--- src/rtl/shift_reg_univ.sv ---
// Universal shift register (shift, rotate, load, clear) paced by an internal prescaler strobe.
// Everything runs on CLK; TICK is an enable, never a derived clock.
module shift_reg_univ #(
    parameter int WIDTH = 8,
    parameter int DIV_N = 134217728
) (
    input  logic                       CLK,
    input  logic                       R,
    input  logic                       CE,
    input  logic [2:0]                 MODE,
    input  logic                       SLI,
    input  logic                       SRI,
    input  logic [WIDTH-1:0]           D,
    output logic [WIDTH-1:0]           Q,
    output logic                       SLO,
    output logic                       SRO,
    output logic                       TICK,
    output logic [$clog2(WIDTH+1)-1:0] SHCNT,
    output logic                       FULL
);

    localparam int PW = (DIV_N > 1) ? $clog2(DIV_N) : 1;
    localparam int CW = $clog2(WIDTH + 1);
    localparam logic [PW-1:0] PCNT_MAX  = PW'(DIV_N - 1);
    localparam logic [CW-1:0] SHCNT_MAX = CW'(WIDTH);

    localparam logic [2:0] MODE_SHL = 3'b001;
    localparam logic [2:0] MODE_SHR = 3'b010;
    localparam logic [2:0] MODE_ROL = 3'b011;
    localparam logic [2:0] MODE_ROR = 3'b100;
    localparam logic [2:0] MODE_LD  = 3'b101;
    localparam logic [2:0] MODE_CLR = 3'b110;

    logic [PW-1:0]    pcnt_q, pcnt_d;
    logic [WIDTH-1:0] q_q, q_d;
    logic [CW-1:0]    shcnt_q, shcnt_d;
    logic             tick;
    logic             is_shift;

    // With DIV_N=1 pcnt is pinned at 0 == PCNT_MAX, so the strobe is constant.
    assign tick = (pcnt_q == PCNT_MAX);

    always_comb begin
        pcnt_d   = tick ? '0 : pcnt_q + 1'b1;
        q_d      = q_q;
        shcnt_d  = shcnt_q;
        is_shift = 1'b0;
        if (tick && CE) begin
            case (MODE)
                MODE_SHL: begin
                    q_d      = {q_q[WIDTH-2:0], SLI};
                    is_shift = 1'b1;
                end
                MODE_SHR: begin
                    q_d      = {SRI, q_q[WIDTH-1:1]};
                    is_shift = 1'b1;
                end
                MODE_ROL: begin
                    q_d      = {q_q[WIDTH-2:0], q_q[WIDTH-1]};
                    is_shift = 1'b1;
                end
                MODE_ROR: begin
                    q_d      = {q_q[0], q_q[WIDTH-1:1]};
                    is_shift = 1'b1;
                end
                MODE_LD: begin
                    q_d     = D;
                    shcnt_d = '0;
                end
                MODE_CLR: begin
                    q_d     = '0;
                    shcnt_d = '0;
                end
                default: ;
            endcase
        end
        if (is_shift && (shcnt_q != SHCNT_MAX)) begin
            shcnt_d = shcnt_q + 1'b1;
        end
    end

    always_ff @(posedge CLK) begin
        if (R) begin
            pcnt_q  <= '0;
            q_q     <= '0;
            shcnt_q <= '0;
        end else begin
            pcnt_q  <= pcnt_d;
            q_q     <= q_d;
            shcnt_q <= shcnt_d;
        end
    end

    assign Q     = q_q;
    assign SLO   = q_q[WIDTH-1];
    assign SRO   = q_q[0];
    assign TICK  = tick;
    assign SHCNT = shcnt_q;
    assign FULL  = (shcnt_q == SHCNT_MAX);

endmodule

--- config.mk ---
export PLATFORM = sky130hd
export DESIGN_NAME = shift_reg_univ
export DESIGN_NICKNAME = d
export VERILOG_FILES = /design/src/rtl/shift_reg_univ.sv
export SDC_FILE = /design/constraint.sdc
export NUM_CORES = 1
export LEC_CHECK = 0
export CAP_MARGIN = 20
export CORE_MARGIN = 1.5
export CORE_UTILIZATION = 49
export CTS_CLUSTER_SIZE = 12
export DETAILED_ROUTE_END_ITERATION = 8
export GPL_ROUTABILITY_DRIVEN = 0
export PLACE_DENSITY_LB_ADDON = 0.12
export SLEW_MARGIN = 20
export SYNTH_ARGS = -nofsm -noshare
export SYNTH_HDL_FRONTEND = slang
export SYNTH_SLANG_ARGS = --single-unit
--- constraint.sdc ---
create_clock -name CLK -period 3.4 [get_ports CLK]
set_input_delay 0.68 -clock CLK [delete_from_list [all_inputs] [get_ports CLK]]
set_output_delay 0.68 -clock CLK [all_outputs]
set_load 0.02 [all_outputs]
---- After elaboration in Yosys (flattened, before gate mapping) ----
Index checks and enable logic that the tools add are counted.
word-level totals
  input port bits ......................... 16
  flip-flop bits (word level) ............. 39
  output and inout port bits .............. 16
  word-level logic and storage cells ...... 30
operators by class
  reductions and logical operators ........ 10
  multiplexer cells ....................... 6
  add/sub/neg operators ................... 2
  equality and inequality tests ........... 9
operators with widths
  kind                     count
  $pmux W8 S6              1
  $add A27 B1 Y27 const B  1
  $eq A27 B27 Y1 const B   1
  $mux W4                  3
  $eq A3 B3 Y1 const B     3
  $eq A3 B2 Y1 const B     2
  $reduce_bool A6 Y1       1
  $add A4 B1 Y4 const B    1
  $eq A4 B4 Y1 const B     1
  $ne A4 B4 Y1 const B     1
  $reduce_and A2 Y1        2
  $reduce_bool A2 Y1       2
  $reduce_or A2 Y1         2
  $reduce_or A4 Y1         1
  $eq A3 B1 Y1 const B     1
  $logic_and A1 B1 Y1      2
  $mux W1                  2

---- Longest topological paths before layout ----
  depth after elaboration ................. 7
  depth in mapped cells ................... 6
  gate-level depth less buffers ........... 6

---- Worst setup path before layout ----
No wires, ideal clock.
  path type ............................... reg2out
  start ................................... register pcnt_q[0]
  end ..................................... output TICK
  setup slack ............................. 1045 ps
  required time ........................... 2720 ps
  stages on the path, launching flop included .. 5
  arrival ................................. 1675 ps
  path buffers ............................ 0
  path through ............................ dfxtp_1 -> ha_1 -> nand3_1 -> nor4_1 -> and3_1
between the ends
  longest elaborated chain between the ends .. 1
RTL lines
  element                 line  text
  from (decl)             34    logic [PW-1:0] pcnt_q, pcnt_d;
  from (signal assigned)  88    pcnt_q <= pcnt_d;
  $eq A27 B27 Y1          41    assign tick = (pcnt_q == PCNT_MAX);
  to (decl)               17    output logic TICK,
Every way passes these cells.

---- Worst setup path in the final report ----
Ends and elaborated chain as after synthesis.

==> parameters.txt <==
Parameter                              Value

Status
  Outcome    completed

Layout
  N_diodes    0
  Number of fill cells in the layout    367
  Most common cell after layout, fill and taps aside    sky130_fd_sc_hd__dfxtp_1
  Nets    295
  Leading cell types in the layout, fill and taps excluded    sky130_fd_sc_hd__dfxtp_1 (39), sky130_fd_sc_hd__clkdlybuf4s50_1 (31), sky130_fd_sc_hd__nand2_1 (17)
  Share of layout cells above drive strength 1    7.94%
  Final std cell area, no fill    2570 µm²
  Synth-to-Final Area Change    19.1%
  Utilization after layout    62.6%

STA
  Final Critical Period    3.01 ns
  Crit path setup slack, layout    0.386 ns
  Worst max-slew margin expressed relative to the limit    61.7%
  Worst Skew    0.00534 ns
  Final-layout setup total negative slack    0 ns
  Number of hold-slack violations in the final timing report    0
  Worst-margin pin slew    0.570 ns
  Max Clock Freq    0.332 GHz
  Setup repair after global routing missed its margin    no
  Final Slew Violations    0
  Final period utilization    88.6%
  Final setup fails    0

Placement
  DP Worst Slack    0.725 ns
  Total cell area at the placement stage    2470 µm²
  Sum of net half-perimeters after detailed placement    3.05 mm
  Count of input and output buffers    31

CTS
  Clock tree from TritonCTS    yes
  Number of buffers inserted for hold repair after clock tree synthesis    0
  Clock tree root driver cell    sky130_fd_sc_hd__clkbuf_8
  Post-CTS Setup Inserts    0
  Clock net sink count    39
  Clock input transition at the sequential cells of the worst setup and hold paths    0.07 ns
  Buffers from clock root to sink, at most    2
  Num CTS Buffers    5
  Number of gates resized after CTS    0
  H-tree Lvls    2
  Later-pin clock latency in the skew report    0.29 ns

Setup path
  Setup crit start kind    register
  Worst path arrival time    2.33 ns
  CP endpoint kind    output pin
  Data required time of the worst path    2.72 ns
  Max FO, Critical Path    7
  Category of the critical setup timing path    reg -> out

GRT
  Global-route usage over all layers    18.8%
  Number of global-route vias before repair    1649
  Antenna violations before repair    0
  Overflow left after global routing    0
  Wire length of the first global-routing pass    7.48 mm
  Pin count of the biggest net entering global routing    25

Detailed routing
  WL/cell    13.2 µm
  Detailed Route Iter0 Violations    108
  Per-cell via count in the routed design    5.64
  WL final    4.32 mm
  Total number of vias    1844
  Number of iterations in the first detailed-routing pass    4
  Number of nets with antenna violations after detailed routing    0
  Total DRC errors in the routed layout    0

Synth
  Number of instances in the synthesized netlist    249
  Fraction of registers with async set/reset    0%
  Mean area per synthesized cell    8.68 µm²
  Number of enable flip-flop cells after synthesis    0
  Net count after synthesis    268
  Netlist area before placement    2160 µm²
  Sequential area share after synthesis    36.1%
  Post-synthesis sequential element count    39
  Total of warnings raised by yosys    0
  Flip-flop cell with the highest count after synthesis    sky130_fd_sc_hd__dfxtp_1
  Number of distinct library cells after synthesis    44

Power
  Total design power    860 µW
  Leakage component of the power    0.900 nW
  Areal power density over the cells    334 nW/µm²
  Worst ir drop on vdd    0.275 mV

Worst hold path
  Type of the worst min-delay path    reg -> reg

Run
  Max_cap viols    0

Floorplan
  Area enclosed by the die boundary    4820 µm²
  Site Rows    23
  Die outline width    69.4 µm
  Top Ports    32
  Std-Cell Core Area    4120 µm²
  Height of the chip    69.4 µm
  Effective utilization at floorplan    52.5%
==> flip-flops by register name, indices dropped and copies added (netlist names) <==
name / flops
Q: 8
SHCNT: 4
pcnt_q: 27
==> critical path: stages, from the launching register on <==
cell and delay, ns:
sky130_fd_sc_hd__dfxtp_1 0.38, sky130_fd_sc_hd__ha_1 0.22, sky130_fd_sc_hd__nand3_1 0.18, sky130_fd_sc_hd__nor4_1 0.32, sky130_fd_sc_hd__buf_4 0.19, sky130_fd_sc_hd__and3_1 0.15
sky130_fd_sc_hd__clkdlybuf4s50_1 0.59
==> layer usage <==
metal  up-vias  routed length (µm)  global-route usage (%)
li1        960                   -                       -
met1       847                2180                    26.3
met2        32                1880                    28.3
met3         5                 214                    4.51
met4         0                  38                    6.54
met5         -                   0                       0
==> cell usage after synthesis (4+ instances only) <==
cell type	instances	area (µm²)
sky130_fd_sc_hd__dfxtp_1	39	781
sky130_fd_sc_hd__nand2_1	17	63.8
sky130_fd_sc_hd__nor2_1	16	60.1
sky130_fd_sc_hd__o31ai_1	14	105
sky130_fd_sc_hd__a21oi_1	13	65.1
sky130_fd_sc_hd__nand3_1	12	60.1
sky130_fd_sc_hd__xnor2_1	10	87.6
sky130_fd_sc_hd__inv_1	9	33.8
sky130_fd_sc_hd__clkbuf_1	8	30.0
sky130_fd_sc_hd__mux2i_1	8	80.1
sky130_fd_sc_hd__nor3b_1	7	52.6
sky130_fd_sc_hd__or4_1	7	52.6
sky130_fd_sc_hd__a21boi_0	6	45.0
sky130_fd_sc_hd__and2_1	6	37.5
sky130_fd_sc_hd__nor4_1	6	37.5
sky130_fd_sc_hd__buf_4	5	37.5
sky130_fd_sc_hd__nand4_1	5	31.3
sky130_fd_sc_hd__nor3_1	5	25.0
sky130_fd_sc_hd__or3_1	5	31.3
sky130_fd_sc_hd__xor2_1	5	43.8
sky130_fd_sc_hd__nor2b_1	4	25.0
sky130_fd_sc_hd__o21ai_0	4	20.0
==> final cells by class <==
cell class	instances	area, µm²	share of cell area (%)
Multi-Input combinational cell	186	1260	48.8
Sequential cell	39	781	30.3
Timing Repair Buffer	35	340	13.2
Clock buffer	8	100	3.89
Tap cell	50	62.6	2.43
Inverter	9	33.8	1.31
==> report_power, final <==
| part | switching, mW | internal (mW) | leakage (nW) |
|---|---|---|---|
| Clock | 0.156 | 0.185 | 0.0515 |
| Combinational | 0.0285 | 0.0270 | 0.534 |
| Sequential | 0.00330 | 0.460 | 0.315 |
==> worst paths after layout <==
kind	to	cells after the start	startpoint	slack (ns)
setup reg to reg	Q[7]$_SDFFE_PP0P_	6	pcnt_q[0]$_SDFF_PP0_	1.06
hold / removal	Q[1]$_SDFFE_PP0P_	2	Q[1]$_SDFFE_PP0P_	0.48
setup / recovery	TICK	6	pcnt_q[0]$_SDFF_PP0_	0.39
hold reg to reg	Q[1]$_SDFFE_PP0P_	2	Q[1]$_SDFFE_PP0P_	0.48
==> logic make-up after synthesis <==
kind of cell               count (synthesis)  synth area share (%)
and+or+nand+nor                          110                  30.2
muxes                                     11                  5.27
buffers and inverters                     24                  5.73
xor gates and xnor gates                  15                  6.08
adders and majority gates                  3                  1.74
AOI/OAI and AO/OA                         47                  14.9
DFF                                       39                  36.1
==> stage by stage <==
| stage | hold WS, ns | instances |
|---|---|---|
| after floorplan | 0.438 | 249 |
| after global placement | 0.458 | 319 |
| after detailed placement | 0.468 | 319 |
| after CTS | 0.484 | 327 |
| after global routing | 0.522 | 327 |
| final | 0.483 | 327 |
Note: power is estimated with default switching activity, not from simulation.
